**config.mk**
```make
export PLATFORM = sky130hd
export DESIGN_NAME = uart_tx_scheduler
export DESIGN_NICKNAME = d
export VERILOG_FILES = /design/src/rtl/uart_tx_scheduler.sv
export SDC_FILE = /design/constraint.sdc
export NUM_CORES = 1
export LEC_CHECK = 0
export ABC_AREA = 1
export BUFFER_PORTS_ARGS = -buffer_cell sky130_fd_sc_hd__buf_2
export CORE_UTILIZATION = 30
export DETAILED_ROUTE_END_ITERATION = 8
export MAX_ROUTING_LAYER = met4
export PLACE_DENSITY = 0.5
export SKIP_LAST_GASP = 1
export SLEW_MARGIN = 10
export SYNTH_ARGS = -nofsm -noshare
export SYNTH_HDL_FRONTEND = slang
export SYNTH_SLANG_ARGS = --single-unit
```
**constraint.sdc**
```tcl
create_clock -name i_clk -period 2.3 [get_ports i_clk]
set_input_delay 0.46 -clock i_clk [delete_from_list [all_inputs] [get_ports i_clk]]
set_output_delay 0.46 -clock i_clk [all_outputs]
set_load 0.02 [all_outputs]
```
**src/rtl/uart_tx_scheduler.sv**
```systemverilog
// Round-robin scheduler sharing one UART transmitter between N_REQ byte-stream
// requesters, with burst limiting, tx_done timeout and idle-only baud config.
module uart_tx_scheduler #(
  parameter int unsigned N_REQ        = 4,
  parameter int unsigned MAX_BURST    = 16,
  parameter int unsigned WAIT_TIMEOUT = 200000,
  parameter logic [15:0] DEFAULT_CPB  = 16'd868
) (
  input  logic                 i_clk,
  input  logic                 i_rst,
  input  logic                 i_en,
  input  logic [15:0]          i_cfg_cpb,
  input  logic [N_REQ-1:0]     i_req_valid,
  input  logic [8*N_REQ-1:0]   i_req_data,
  input  logic [N_REQ-1:0]     i_req_last,
  output logic [N_REQ-1:0]     o_req_ready,
  output logic                 o_tx_start,
  output logic [7:0]           o_tx_data,
  output logic [15:0]          o_tx_cpb,
  input  logic                 i_tx_done,
  output logic [2:0]           o_grant_id,
  output logic                 o_busy,
  output logic                 o_err_timeout,
  output logic                 o_err_spurious
);

  localparam int unsigned IDX_W = (N_REQ > 1) ? $clog2(N_REQ) : 1;
  localparam int unsigned TO_W  = $clog2(WAIT_TIMEOUT + 1);
  localparam logic [IDX_W-1:0] LAST_IDX = IDX_W'(N_REQ - 1);

  typedef enum logic [1:0] {S_IDLE = 2'd0, S_SEND = 2'd1, S_WAIT = 2'd2} state_t;

  state_t            r_state, w_next_state;
  logic [IDX_W-1:0]  r_grant, r_rr_ptr, w_pick, w_rel_ptr;
  logic [7:0]        r_burst_cnt;
  logic [TO_W-1:0]   r_to_cnt;
  logic              r_last_q;
  logic              r_tx_start, r_busy, r_err_timeout, r_err_spurious;
  logic [7:0]        r_tx_data;
  logic [15:0]       r_tx_cpb;
  logic              w_found, w_sel_valid, w_sel_last;
  logic [7:0]        w_sel_data;
  logic              w_grant, w_accept, w_release, w_done, w_timeout;
  logic              w_burst_end, w_to_hit;
  logic [N_REQ-1:0]  w_req_ready;

  // First valid requester searching rr_ptr, rr_ptr+1, ... (mod N_REQ)
  always_comb begin
    int slot;
    w_found = 1'b0;
    w_pick  = '0;
    slot    = 0;
    for (int k = 0; k < int'(N_REQ); k++) begin
      slot = int'(r_rr_ptr) + k;
      if (slot >= int'(N_REQ)) slot = slot - int'(N_REQ);
      for (int i = 0; i < int'(N_REQ); i++) begin
        if (!w_found && i_req_valid[i] && slot == i) begin
          w_found = 1'b1;
          w_pick  = IDX_W'(i);
        end
      end
    end
  end

  always_comb begin
    w_sel_valid = 1'b0;
    w_sel_last  = 1'b0;
    w_sel_data  = '0;
    for (int i = 0; i < int'(N_REQ); i++) begin
      if (r_grant == IDX_W'(i)) begin
        w_sel_valid = i_req_valid[i];
        w_sel_last  = i_req_last[i];
        w_sel_data  = i_req_data[8*i +: 8];
      end
    end
  end

  assign w_rel_ptr   = (r_grant == LAST_IDX) ? '0 : r_grant + IDX_W'(1);
  assign w_burst_end = r_last_q || (({1'b0, r_burst_cnt} + 9'd1) == 9'(MAX_BURST));
  assign w_to_hit    = (r_to_cnt == TO_W'(WAIT_TIMEOUT - 1));

  always_ff @(posedge i_clk) begin
    if (i_rst) r_state <= S_IDLE;
    else       r_state <= w_next_state;
  end

  always_comb begin
    w_next_state = r_state;
    case (r_state)
      S_IDLE: if (i_en && w_found) w_next_state = S_SEND;
      S_SEND: w_next_state = w_sel_valid ? S_WAIT : S_IDLE;
      S_WAIT: begin
        if (i_tx_done)     w_next_state = w_burst_end ? S_IDLE : S_SEND;
        else if (w_to_hit) w_next_state = S_IDLE;
      end
      default: w_next_state = S_IDLE;
    endcase
  end

  // Ready is combinational so the grantee sees it in the SEND cycle itself
  always_comb begin
    w_req_ready = '0;
    w_grant     = 1'b0;
    w_accept    = 1'b0;
    w_release   = 1'b0;
    w_done      = 1'b0;
    w_timeout   = 1'b0;
    case (r_state)
      S_IDLE: w_grant = i_en && w_found;
      S_SEND: begin
        for (int i = 0; i < int'(N_REQ); i++) begin
          if (r_grant == IDX_W'(i)) w_req_ready[i] = i_req_valid[i] && !i_rst;
        end
        w_accept  = w_sel_valid;
        w_release = !w_sel_valid;
      end
      S_WAIT: begin
        w_done    = i_tx_done;
        w_timeout = !i_tx_done && w_to_hit;
        w_release = (i_tx_done && w_burst_end) || w_timeout;
      end
      default: w_grant = 1'b0;
    endcase
  end

  always_ff @(posedge i_clk) begin
    if (i_rst) begin
      r_grant        <= '0;
      r_rr_ptr       <= '0;
      r_burst_cnt    <= '0;
      r_to_cnt       <= '0;
      r_last_q       <= 1'b0;
      r_tx_start     <= 1'b0;
      r_tx_data      <= '0;
      r_tx_cpb       <= DEFAULT_CPB;
      r_busy         <= 1'b0;
      r_err_timeout  <= 1'b0;
      r_err_spurious <= 1'b0;
    end else begin
      r_tx_start     <= w_accept;
      r_err_timeout  <= w_timeout;
      r_err_spurious <= i_tx_done && (r_state != S_WAIT);
      r_busy         <= (w_next_state != S_IDLE);
      if (r_state == S_IDLE) r_tx_cpb <= i_cfg_cpb;
      if (w_grant) begin
        r_grant     <= w_pick;
        r_burst_cnt <= '0;
      end
      if (w_accept) begin
        r_tx_data <= w_sel_data;
        r_last_q  <= w_sel_last;
      end
      if (w_done) r_burst_cnt <= r_burst_cnt + 8'd1;
      if (w_release) r_rr_ptr <= w_rel_ptr;
      // Counts WAIT cycles without a done; cleared on any exit from WAIT
      if (r_state == S_WAIT && !w_done && !w_timeout) begin
        if (r_to_cnt != {TO_W{1'b1}}) r_to_cnt <= r_to_cnt + TO_W'(1);
      end else begin
        r_to_cnt <= '0;
      end
    end
  end

  assign o_req_ready    = w_req_ready;
  assign o_tx_start     = r_tx_start;
  assign o_tx_data      = r_tx_data;
  assign o_tx_cpb       = r_tx_cpb;
  assign o_grant_id     = 3'(r_grant);
  assign o_busy         = r_busy;
  assign o_err_timeout  = r_err_timeout;
  assign o_err_spurious = r_err_spurious;

endmodule
```
# Word-level counts from Yosys, hierarchy flattened

Cells that the tools add are included.

Register bits: 61
Input bits: 60
Output and inout port bits: 35
Logic and storage cells: 187

Add/sub/neg operators: 11
Magnitude comparators: 4
Eq/ne operators: 21
Muxes and demuxes: 66
Bitwise gates (word level): 1
Reduce and logical (&&, ||, !) cells: 72

Operators by type and width:

| operator              | count |
|---|---|
| $eq 32x3->1 const B   | 8 |
| $eq 32x2->1 const B   | 4 |
| $logic_not 32->1      | 4 |
| $mux 32               | 4 |
| $mux 8                | 6 |
| $logic_and 1x1->1     | 41 |
| $mux 2                | 19 |
| $mux 1                | 34 |
| $logic_not 1->1       | 20 |
| $add 18x1->18 const B | 1 |
| $eq 18x18->1 const B  | 1 |
| $ne 18x18->1 const B  | 1 |
| $sub 3x3->4 const B   | 3 |
| $add 8x1->9 const B   | 1 |
| $eq 9x5->1 const B    | 1 |
| $ge 3x3->1 const B    | 3 |
| $add 8x1->8 const B   | 1 |
| $add 2x2->3 const B   | 2 |
| $eq 2x2->1 const B    | 3 |
| $pmux 2 s3            | 1 |
| $eq 2x1->1 const B    | 2 |
| $logic_not 2->1       | 2 |
| $mux 4                | 1 |
| $reduce_bool 2->1     | 2 |
| 9 further kinds       | 10 |

# Depth between registers and ports, before layout

Depth after elaboration: 69
Depth in mapped cells: 15
Mapped depth without buffers: 15

# Worst setup path after synthesis

Ideal clock, no wire load.

Path kind: register to output
From: reg r_grant[0]
To: out o_req_ready[3]
Arrival: 1.620 ns
Data required time: 1.840 ns
Path slack: 0.220 ns
Stages on the path, launching flop included: 6
Cells stage by stage: dfxtp_1 -> ha_1 -> inv_1 -> clkbuf_1 -> clkbuf_1 -> nor3_1

Word-level cells in the longest chain between the ends: 3

RTL lines:

| element                | RTL line | RTL |
|---|---|---|
| start, declared        | 34       | `logic [IDX_W-1:0] r_grant, r_rr_ptr, w_pick, w_rel_ptr;` |
| start signal, assigned | 146      | `r_grant <= w_pick;` |
| $eq 2x2->1             | 112      | `if (r_grant == IDX_W'(i)) w_req_ready[i] = i_req_valid[i] && !i_rst;` |
| $mux 1                 | 112      |  |
| $mux 4                 | 108      | `case (r_state)` |
| end, declared          | 16       | `output logic [N_REQ-1:0] o_req_ready,` |

No other way between the ends.

# Worst setup path in the final report

From: reg r_to_cnt[0]
To: reg r_to_cnt[15]

Word-level cells in the longest chain between the ends: 7
Elaborated cells between the ends (all ways): 9

RTL lines:

| element                                                               | RTL line | RTL |
|---|---|---|
| start, declared                                                       | 36       | `logic [TO_W-1:0] r_to_cnt;` |
| start signal, assigned                                                | 157      | `if (r_to_cnt != {TO_W{1'b1}}) r_to_cnt <= r_to_cnt + TO_W'(1);` |
| parallel branches: the longest is 7 deep, another holds $add 18x1->18 | n/a      |  |

Parallel ways; which one is timed is not known.
A chain may end at the register's enable or synchronous reset.

==> results.sh <==
export IMPL_clk_pin_slew_worst_paths_ns=0.07
export IMPL_synthArstFlopShare=0
export IMPL_hold_depth=3
export IMPL_ir_drop_uv=385
export IMPL_slowest_stage="dfxtp_1"
export IMPL_power_density_nw_per_um2=664
export IMPL_rows=38
export IMPL_avgSynthCellArea_sq_um=6.98
export IMPL_syn_inst=475
export IMPL_reg2reg_to="r_to_cnt[15]"
export IMPL_sw_frac_of_total=0.335
export IMPL_yosysSeqAreaShare=0.368
export IMPL_fin_crit_sh=0.888
export IMPL_grt_pass1_wl_mm=14.1
export IMPL_combPwrFrac=0.254
export IMPL_hp_start="i_cfg_cpb[5]"
export IMPL_critical_path_max_fanout=4
export IMPL_postCtsSetupBuffers=0
export IMPL_p_sw_uw=926
export IMPL_setup_worst_path_start_class="flip-flop"
export IMPL_reg2reg_from="r_to_cnt[0]"
export IMPL_ant_nets=0
export IMPL_synthesis_nets=545
export IMPL_synthTopCellsByArea="dfxtp_1, nand2_1, nor2_1, o21ai_0, a21oi_1"
export IMPL_hold_viol=0
export IMPL_synth_most_common_cell="nand2_1"
export IMPL_crit_chain="ha_1 > nand2_1 > nor3_2 > nand3_1 > nor2_1 > nand2_1 > inv_2 > or3_1 > nor2_1 > nand3b_1 > inv_2 > nand3_1 > nand3_1 > inv_1"
export IMPL_grt_max_degree=31
export IMPL_cts_tree="done"
export IMPL_grt_antenna_before_repair=0
export IMPL_grtUsageTotal=0.160
export IMPL_clk_latency_ns=0.34
export IMPL_n_antenna_cell=0
export IMPL_dr_pass1_iters=4
export IMPL_cts_buffers=9
export IMPL_hpwlAfterDp_mm=6.56
export IMPL_rsz0062_at_grt="no"
export IMPL_first_iter_violations=193
export IMPL_min_path_type="in2reg"
export IMPL_core_area_sq_um=10800
export IMPL_required_ns=2.54
export IMPL_cts_root_buf="clkbuf_8"
export IMPL_r2r_cells=14
export IMPL_setup_slack_ns=0.257
export IMPL_cp_common_cell="nand3_1"
export IMPL_drive_gt1_frac=0.272
export IMPL_cap_viol_max_count=0
export IMPL_yosys_warnings=0
export IMPL_seqCellArea_sq_um=1220
export IMPL_multiInputGateArea_sq_um=1830
export IMPL_grt_pass1_vias=3056
export IMPL_syn_to_final_growth_pct=25.3
export IMPL_relSlewSlack=0.650
export IMPL_htree_levels=3
export IMPL_rrSetupSlack_ns=0.26
export IMPL_fin_nets=646
export IMPL_synth_commonest_cells="nand2_1, dfxtp_1, nor2_1, o21ai_0, inv_1"
export IMPL_finalSetupTns_ns=0
export IMPL_p_int_uw=1830
export IMPL_start_util=0.307
export IMPL_fmax_mhz=489
export IMPL_clock_sinks=61
export IMPL_slowest_delay_ns=0.33
export IMPL_status="finished, final reports clean"
export IMPL_worstHoldEndpoint="o_tx_cpb[5]"
export IMPL_ios=95
export IMPL_synth_edf_count=0
export IMPL_ys_flop_type="dfxtp_1"
export IMPL_worstPathArrival_ns=2.28
export IMPL_crit_type="reg2reg"
export IMPL_gp_congestion=0.898
export IMPL_drt_wirelength_per_cell_um=11.9
export IMPL_worstSetupEndpointType="flip-flop"
export IMPL_fin_crit_ns=2.04
export IMPL_die_y_um=107
export IMPL_io_buffers=93
export IMPL_p_clk_frac=0.316
export IMPL_ys_ff_latch=61
export IMPL_routed_wirelength_mm=8.58
export IMPL_fillers=1170
export IMPL_setup_viol=0
export IMPL_fp_dieW_um=107
export IMPL_gr_total_overflow=0
export IMPL_die_area_sq_um=11500
export IMPL_worst_pin_slew_ns=0.524
export IMPL_cts_hold_buf=0
export IMPL_viasPerCell=4.72
export IMPL_cts_buffer_depth=2
export IMPL_drv_slew=0
export IMPL_synthDistinctLibCells=39
export IMPL_yosys_area_top_type="dfxtp_1"
export IMPL_clock_skew_final_ns=0.0123
export IMPL_pwr_share_seq=0.430
export IMPL_place_ws_ns=0.147
export IMPL_drc=0
export IMPL_synth_top_area_frac=0.368
export IMPL_syn_area_sq_um=3320
export IMPL_vias=3405
export IMPL_p_leak_uw=0.00192
==> cells in the final DEF, fill, tap and decap left out, types with 2 or more instances in the layout <==
cell type / count
buf_2: 93
nand2_1: 89
dfxtp_1: 61
nor2_1: 60
o21ai_0: 40
inv_1: 37
a21oi_1: 34
nand3_1: 32
o21ai_1: 15
nor3_1: 14
buf_4: 13
inv_2: 11
clkbuf_8: 11
ha_1: 10
a21oi_2: 8
nand3_2: 7
xnor2_1: 5
nand4_1: 5
nor4_1: 4
a31oi_1: 3
xor2_1: 3
clkinv_2: 3
nand2_2: 2
nor2_4: 2
nand4_2: 2
nor3_2: 2
o21a_1: 2
==> worst max-delay path, delay by kind of cell (launching register included) <==
family / cells / cell delay, ns
adder cells (fa/ha/maj): 1 / 0.23
flip-flops: 1 / 0.33
AND/OR/NAND/NOR: 10 / 1.23
buffers and inverters: 3 / 0.18
==> cells by family after synthesis <==
logic type / Yosys count / synth area share
AND/OR/NAND/NOR: 225 / 0.319
AO/OA/AOI/OAI: 105 / 0.172
buffers and inverters: 65 / 0.0804
flip-flops: 61 / 0.368
adder cells (fa/ha/maj): 10 / 0.0377
XOR/XNOR: 8 / 0.0211
other: 1 / 0.00113
==> power groups by stage <==
stage / clock network [uW] / logic [uW] / registers (uW)
after CTS: 902 / 711 / 1190
after floorplan: 0 / 396 / 1290
after global placement: 0 / 707 / 1210
after global routing: 955 / 798 / 1200
after detailed placement: 0 / 710 / 1210
final: 872 / 702 / 1190
==> stage by stage <==
stage / hold slack, ns / util / cells / power, uW / area (sq um)
6_report: 0.331 / 0.385 / 721 / 2760 / 4150
3_3_place_gp: 0.438 / 0.368 / 705 / 1910 / 3970
5_1_grt: 0.312 / 0.385 / 721 / 2950 / 4150
4_1_cts: 0.310 / 0.384 / 721 / 2800 / 4150
3_5_place_dp: 0.445 / 0.368 / 705 / 1920 / 3970
2_1_floorplan: 0.447 / - / 475 / 1680 / 3320
==> timing repair <==
item                                    4_1_cts  5_1_grt
resized for setup                             0        1
endpoints found under the setup margin        0        1
hold endpoints to repair                      0        0
==> flip-flops by register name, indices dropped and copies added (netlist names) <==
register and cells:
r_last_q 1, o_tx_start 1, r_burst_cnt 8, o_err_timeout 1, r_rr_ptr 2, r_state 2, o_tx_cpb 16, o_tx_data 8
r_to_cnt 18, o_err_spurious 1, r_grant 2, o_busy 1
==> layer usage <==
layer / global-route usage / wire length, um / vias to the layer above
met4: 0.0616 / 120 / 0
li1: - / - / 1784
met5: - / 0 / -
met2: 0.253 / 4140 / 76
met3: 0.0371 / 363 / 10
met1: 0.197 / 3960 / 1535
==> final cells by class <==
cell class | instances | area share
tap | 140 | 0.0422
timing repair buffer | 106 | 0.136
clock buffer | 12 | 0.0373
clock inverter | 4 | 0.00542
multi-input combinational | 349 | 0.441
inverter | 49 | 0.0443
sequential | 61 | 0.294
==> worst max-delay path by stage <==
stage / from / endpoint / slack (ns) / cells after the start
finish: r_to_cnt[0] / r_to_cnt[15] / 0.26 / 14
global route: r_to_cnt[7] / r_to_cnt[15] / 0.01 / 14
CTS: r_to_cnt[7] / r_to_cnt[14] / 0.27 / 12
detailed placement: i_req_valid[3] / o_busy / 0.15 / 13
global placement: i_req_valid[3] / o_busy / 0.22 / 13
floorplan: r_grant[0] / o_req_ready[3] / 0.22 / 5
Power figures use the tool's default switching activity.
